**src/rtl/prog_run_pkg.sv**
```systemverilog
// Shared types and sizes for the program load/run controller.
package prog_run_pkg;

    localparam int unsigned ADDR_W      = 10;
    localparam int unsigned DATA_W      = 32;
    localparam int unsigned CYC_W       = 16;
    localparam int unsigned PRST_CYCLES = 2;

    typedef enum logic [2:0] {
        StIdle,
        StLoad,
        StPrst,
        StRun,
        StDone
    } state_e;

endpackage

```
**src/rtl/print_fifo.sv**
```systemverilog
// Print-capture FIFO; a push into a full FIFO is accepted only when a pop frees a slot that cycle.
module print_fifo #(
    parameter int unsigned PRINT_DEPTH = 8,
    parameter int unsigned DATA_W      = 32
) (
    input  logic              clk,
    input  logic              rst_n,
    input  logic              i_push,
    input  logic [DATA_W-1:0] i_data,
    input  logic              i_pop,
    output logic [DATA_W-1:0] o_data,
    output logic              o_full,
    output logic              o_empty
);

    localparam int unsigned AW = $clog2(PRINT_DEPTH);

    logic [DATA_W-1:0] r_mem [PRINT_DEPTH];
    logic [AW:0]       r_wptr;
    logic [AW:0]       r_rptr;
    logic              w_do_push;
    logic              w_do_pop;

    // Extra pointer MSB distinguishes full from empty when the indices match.
    assign o_full    = (r_wptr[AW] != r_rptr[AW]) && (r_wptr[AW-1:0] == r_rptr[AW-1:0]);
    assign o_empty   = (r_wptr == r_rptr);
    assign w_do_pop  = i_pop && !o_empty;
    assign w_do_push = i_push && (!o_full || w_do_pop);
    assign o_data    = r_mem[r_rptr[AW-1:0]];

    always_ff @(posedge clk or negedge rst_n) begin
        if (!rst_n) begin
            r_wptr <= '0;
            r_rptr <= '0;
        end else begin
            if (w_do_push) r_wptr <= r_wptr + (AW+1)'(1);
            if (w_do_pop)  r_rptr <= r_rptr + (AW+1)'(1);
        end
    end

    always_ff @(posedge clk) begin
        if (w_do_push) r_mem[r_wptr[AW-1:0]] <= i_data;
    end

endmodule

```
**src/rtl/prog_run_ctrl.sv**
```systemverilog
// Loads a program into the processor, pulses its reset, then runs it under a cycle budget.
// Print capture is built only when PROG_RUN_PRINT_FIFO_EN is defined.
module prog_run_ctrl
    import prog_run_pkg::*;
#(
    parameter int unsigned PRINT_DEPTH = 8
) (
    input  logic              clk,
    input  logic              rst_n,
    input  logic              start,
    input  logic [ADDR_W-1:0] num_instr,
    input  logic [CYC_W-1:0]  max_cycles,
    input  logic              in_valid,
    input  logic [DATA_W-1:0] in_data,
    output logic              in_ready,
    output logic              instr_we,
    output logic [DATA_W-1:0] instr_feed,
    output logic [ADDR_W-1:0] instr_write_address,
    output logic              proc_rst,
    input  logic              End_signal,
    input  logic              Print,
    input  logic [DATA_W-1:0] toBePrinted,
    output logic              out_valid,
    output logic [DATA_W-1:0] out_data,
    input  logic              out_ready,
    output logic              busy,
    output logic              done,
    output logic              timeout,
    output logic              overflow
);

    localparam logic [1:0] PRST_LAST = 2'(PRST_CYCLES - 1);

    state_e             r_state;
    logic [ADDR_W-1:0]  r_num;
    logic [ADDR_W-1:0]  r_idx;
    logic [ADDR_W-1:0]  r_addr;
    logic [CYC_W-1:0]   r_max;
    logic [CYC_W-1:0]   r_cyc;
    logic [1:0]         r_prst_cnt;
    logic               r_we;
    logic [DATA_W-1:0]  r_feed;
    logic               r_timeout;
    logic               r_overflow;
    logic               w_start_ok;
    logic               w_push;
    logic               w_drop;

    assign w_start_ok = start && (r_state == StIdle || r_state == StDone);
    assign w_push     = Print && (r_state == StRun);

    always_ff @(posedge clk or negedge rst_n) begin
        if (!rst_n) begin
            r_state    <= StIdle;
            r_num      <= '0;
            r_idx      <= '0;
            r_addr     <= '0;
            r_max      <= '0;
            r_cyc      <= '0;
            r_prst_cnt <= '0;
            r_we       <= 1'b0;
            r_feed     <= '0;
            r_timeout  <= 1'b0;
            r_overflow <= 1'b0;
        end else begin
            r_we <= 1'b0;
            if (w_start_ok) begin
                r_overflow <= 1'b0;
            end else if (w_drop) begin
                r_overflow <= 1'b1;
            end
            case (r_state)
                StIdle, StDone: begin
                    if (start) begin
                        r_num      <= num_instr;
                        r_max      <= max_cycles;
                        r_timeout  <= 1'b0;
                        r_idx      <= '0;
                        r_prst_cnt <= '0;
                        r_state    <= (num_instr == '0) ? StPrst : StLoad;
                    end
                end
                StLoad: begin
                    if (in_valid) begin
                        r_we   <= 1'b1;
                        r_feed <= in_data;
                        r_addr <= r_idx;
                        r_idx  <= r_idx + ADDR_W'(1);
                        if (r_idx == r_num - ADDR_W'(1)) begin
                            r_state <= StPrst;
                        end
                    end
                end
                StPrst: begin
                    if (r_prst_cnt == PRST_LAST) begin
                        r_state <= StRun;
                        r_cyc   <= CYC_W'(1);
                    end else begin
                        r_prst_cnt <= r_prst_cnt + 2'd1;
                    end
                end
                StRun: begin
                    // End_signal beats the budget when both land on the same cycle.
                    if (End_signal) begin
                        r_state <= StDone;
                    end else if (r_max != '0 && r_cyc == r_max) begin
                        r_state   <= StDone;
                        r_timeout <= 1'b1;
                    end else begin
                        r_cyc <= r_cyc + CYC_W'(1);
                    end
                end
                default: r_state <= StIdle;
            endcase
        end
    end

    assign in_ready            = (r_state == StLoad);
    assign proc_rst            = (r_state != StRun);
    assign busy                = (r_state == StLoad) || (r_state == StPrst) || (r_state == StRun);
    assign done                = (r_state == StDone);
    assign timeout             = r_timeout;
    assign overflow            = r_overflow;
    assign instr_we            = r_we;
    assign instr_feed          = r_feed;
    assign instr_write_address = r_addr;

`ifdef PROG_RUN_PRINT_FIFO_EN
    logic w_full;
    logic w_empty;

    print_fifo #(
        .PRINT_DEPTH (PRINT_DEPTH),
        .DATA_W      (DATA_W)
    ) u_print_fifo (
        .clk     (clk),
        .rst_n   (rst_n),
        .i_push  (w_push),
        .i_data  (toBePrinted),
        .i_pop   (out_ready),
        .o_data  (out_data),
        .o_full  (w_full),
        .o_empty (w_empty)
    );

    assign out_valid = !w_empty;
    assign w_drop    = w_push && w_full && !out_ready;
`else
    logic w_unused_print;

    assign w_unused_print = ^{toBePrinted, out_ready, w_push, PRINT_DEPTH};
    assign out_valid      = 1'b0;
    assign out_data       = '0;
    assign w_drop         = 1'b0;
`endif

endmodule

```
**config.mk**
```make
export PLATFORM = sky130hd
export DESIGN_NAME = prog_run_ctrl
export DESIGN_NICKNAME = d
export VERILOG_FILES = /design/src/rtl/prog_run_pkg.sv /design/src/rtl/print_fifo.sv /design/src/rtl/prog_run_ctrl.sv
export SDC_FILE = /design/constraint.sdc
export NUM_CORES = 1
export LEC_CHECK = 0
export BUFFER_PORTS_ARGS = -buffer_cell sky130_fd_sc_hd__buf_4
export CAP_MARGIN = 20
export CORE_MARGIN = 4
export CORE_UTILIZATION = 54
export DETAILED_ROUTE_END_ITERATION = 16
export PLACE_DENSITY = 0.93
export SLEW_MARGIN = 20
export SYNTH_ARGS = -nofsm -noshare
export SYNTH_HDL_FRONTEND = slang
export SYNTH_SLANG_ARGS = --single-unit
```
**constraint.sdc**
```tcl
create_clock -name clk -period 3.3 [get_ports clk]
set_input_delay 0.495 -clock clk [delete_from_list [all_inputs] [get_ports clk]]
set_output_delay 0.495 -clock clk [all_outputs]
set_load 0.005 [all_outputs]
```
==> metrics.md <==
| Metric | Value |
|---|---|
| Run status | finished clean |
| Fin Setup TNS | 0 ns |
| Post-cts resize count | 0 |
| Worst Setup Path Type | reg -> reg |
| FF+latch count, synth | 101 |
| Setup Fix Bufs, Post-CTS | 0 |
| Via Count | just under 4,000 |
| Distinct cell type count after synthesis | 47 |
| Max cap viols | 0 |
| First-pass GRT wire length | ~19 mm |
| Routed wire length | between 10 and 15 mm |
| Fillers | roughly 640 |
| Post-synthesis instance total | a little under 500 |
| Combinational share of power | about 38% |
| RSZ-0062 raised after global routing | no |
| CTS Buffer Depth | 2 |
| Clock Power Share | 17.7% |
| Clock-pin slew on the worst setup and hold paths | roughly 0.1 ns |
| Utilization after layout | just under 70% |
| Largest net degree at the start of global routing | 85 |
| Clock latency on the worst-skew pair | approximately 0.38 ns |
| DP Area | approximately 5800 sq um |
| IO buf count | 110 |
| Share of Yosys cell area claimed by the top area cell type | between 50% and 60% |
| TritonCTS buffer count | 9 |
| Share of layout cells above drive strength 1 | approximately a quarter |
| Setup violations, final | 0 |
| H-tree Lvls | 3 |
| Post-route cell area | 5980 sq um |
| ANT nets after route | 0 |
| Fmax | ~0.37 GHz |
| Die height | 104 um |
| Avg Inst Size Synth | roughly 10 sq um |
| Clock skew | 0.0172 ns |
| R2r endpoint | r_cyc[11]$_DFFE_PN0P_ |
| Effective utilization at floorplan | between 50% and 60% |
| Post-synth EDFFs | 0 |
| Reg2Reg Setup Slack | approximately 0.58 ns |
| # diodes | 0 |
| Most numerous cell in the Yosys netlist | dfrtp_1 |
| CTS tree | built |
| Detail Placement HPWL | 8.27 mm |
| Top post-synthesis cells by area | dfrtp_1 (51%), nand2_1 (7.4%), mux2_2 (5.4%) |
| Crit path required time | around 3.6 ns |
| Layout Nets | approximately 700 |
| Pins Over Slew Limit | 0 |
| Net Switching | 1660 uW |
| Net Sw Frac | 35.7% |
| Synth Flop Type | dfrtp_1 |
| Wl on met1 | 4.54 mm |
| Clock Root Buffer | clkbuf_8 |
| Top cells by count, synth | dfrtp_1 (101), nand2_1 (99), buf_4 (34) |
| CP startpoint kind | flop |
| Met2 WL | around 5.7 mm |
| GRT Total Usage | 21.1% |
| Seq/Total Area, Yosys | 50.6% |
| Grt ovf | 0 |
| Pleak | around 0.0029 uW |
| DR DRC count | 0 |
| Layout area overhead | 19.8% |
| Worst VDD drop | 0.000445 V |
| Sequential share of power | between 40% and 50% |
| Die X | between 100 and 150 um |
| Post-synthesis cell area | approximately 5000 sq um |
| DR iter-0 viols | 350 |
| Die area | between 10,000 and 15,000 sq um |
| Synthesis warning total | 0 |
| Worst reg2reg startpoint | r_state[2]$_DFFE_PN0P_ |
| R2R depth | 7 |
| Final min period | 2.72 ns |
| Final Hold Viols | 0 |
| HP Class | in -> async |
| WL/cell | around 16 um |
| CTS Hold Bufs | 0 |
| Num ports | around 180 |
| Pwr Density | around 780 nW/um^2 |
| Number of cell rows | 34 |
| Relative slew slack | 39.8% |
| Number of global-route vias before repair | around 4,000 |
| Crit path max fanout | 13 |
| Ys async rst share | 100% |
| Hold Slack | ~0.13 ns |
| TritonRoute pass-1 iters | 6 |
| Part of the cycle the worst path needs | between 80 and 90% |
| Worst slew pin tran | between 0.9 and 1 ns |
| Num Clock Sinks | about 100 |
| Core area | 8850 sq um |
| DR top layer | met4 |
| Initial antenna violation count | 0 |
| Largest area contributor in the netlist | dfrtp_1 |
| Pint | 2990 uW |
| Worst Setup End Kind | flop |
| Metal3 WL | between 800 and 900 um |
| Critical Path AT | between 3 and 4 ns |
| Routed vias/inst | roughly 5.5 |
| GP Congestion | 0.842 |
## power by group through the flow
stage | Combinational [uW] | Clock (uW) | Sequential [uW]
after floorplan | 1100 | 0 | 2000
after global placement | 1670 | 0 | 2040
after detailed placement | 1760 | 0 | 2080
after CTS | 1780 | 839 | 2060
after global routing | 1970 | 886 | 2130
final | 1760 | 824 | 2070
## registers in the layout (all words and copies together), names as in the netlist
name	count
instr_feed	32
r_max	16
r_idx	10
r_cyc	16
r_prst_cnt	2
r_state	3
instr_write_address	10
timeout	1
instr_we	1
r_num	10
## cell usage in the layout, fill, tap and decap left out, drive strengths merged, types with 2 or more instances in the layout
master / count
a211oi: 2
a21oi: 15
a31oi: 3
and2: 4
and3: 6
and3b: 2
buf: 113
clkbuf: 11
conb: 34
dfrtp: 101
ha: 4
inv: 8
mux2: 43
nand2: 100
nand2b: 2
nand3: 9
nand4: 9
nor2: 22
nor2b: 2
nor3: 5
nor3b: 3
nor4: 8
o2111ai: 3
o211ai: 4
o21ai: 22
or2: 3
or3: 11
or4: 3
xnor2: 30
xor2: 9
## layer usage
layer,vias up,GRT usage [%]
met5,-,0
met4,0,7.22
met3,19,3.97
met2,187,36.4
met1,1897,26.9
li1,1825,-
## kinds of logic after synthesis
family | share of synthesized area (%)
DFF | 50.6
other | 0.0751
buffers and inverters | 7.09
AOI/OAI and AO/OA | 6.44
adders and majority gates | 1.00
muxes | 9.69
and+or+nand+nor | 18.3
xor gates and xnor gates | 6.84
## metrics by stage
stage / total power [uW] / instances / setup WS [ns]
floorplan: 3100 / 525 / 1.12
global placement: 3710 / 694 / 0.735
detailed placement: 3840 / 694 / 0.669
CTS: 4680 / 710 / 0.633
global route: 4990 / 710 / 0.326
finish: 4650 / 710 / 0.577
## critical path, cell delays in order, from the launching register on
cell,delay (ns)
dfrtp_1,0.45
and2b_1,0.31
nand2_2,0.11
or2_1,0.26
a21oi_2,0.44
o211ai_1,0.45
or3_1,0.46
a21oi_1,0.16
## worst max-delay path by stage
stage / from / end / slack, ns
floorplan: r_num[0]$_DFFE_PN0P_ / r_state[0]$_DFFE_PN0P_ / 1.12
global placement: r_state[2]$_DFFE_PN0P_ / r_cyc[15]$_DFFE_PN0P_ / 0.73
detailed placement: r_state[2]$_DFFE_PN0P_ / r_cyc[11]$_DFFE_PN0P_ / 0.67
CTS: r_state[2]$_DFFE_PN0P_ / r_cyc[11]$_DFFE_PN0P_ / 0.63
global route: r_cyc[0]$_DFFE_PN0P_ / r_cyc[13]$_DFFE_PN0P_ / 0.33
finish: r_state[2]$_DFFE_PN0P_ / r_cyc[11]$_DFFE_PN0P_ / 0.58
## area by class of cell
class / count / area [sq um] / share of cell area, %
sequential: 101 / 2530 / 42.2
multi-input combinational: 366 / 2240 / 37.4
timing repair buffer: 113 / 852 / 14.2
inverter: 6 / 22.5 / 0.376
clock inverter: 5 / 66.3 / 1.11
tap: 108 / 135 / 2.26
clock buffer: 11 / 141 / 2.36
No activity file was read; power rests on OpenSTA's default activity.
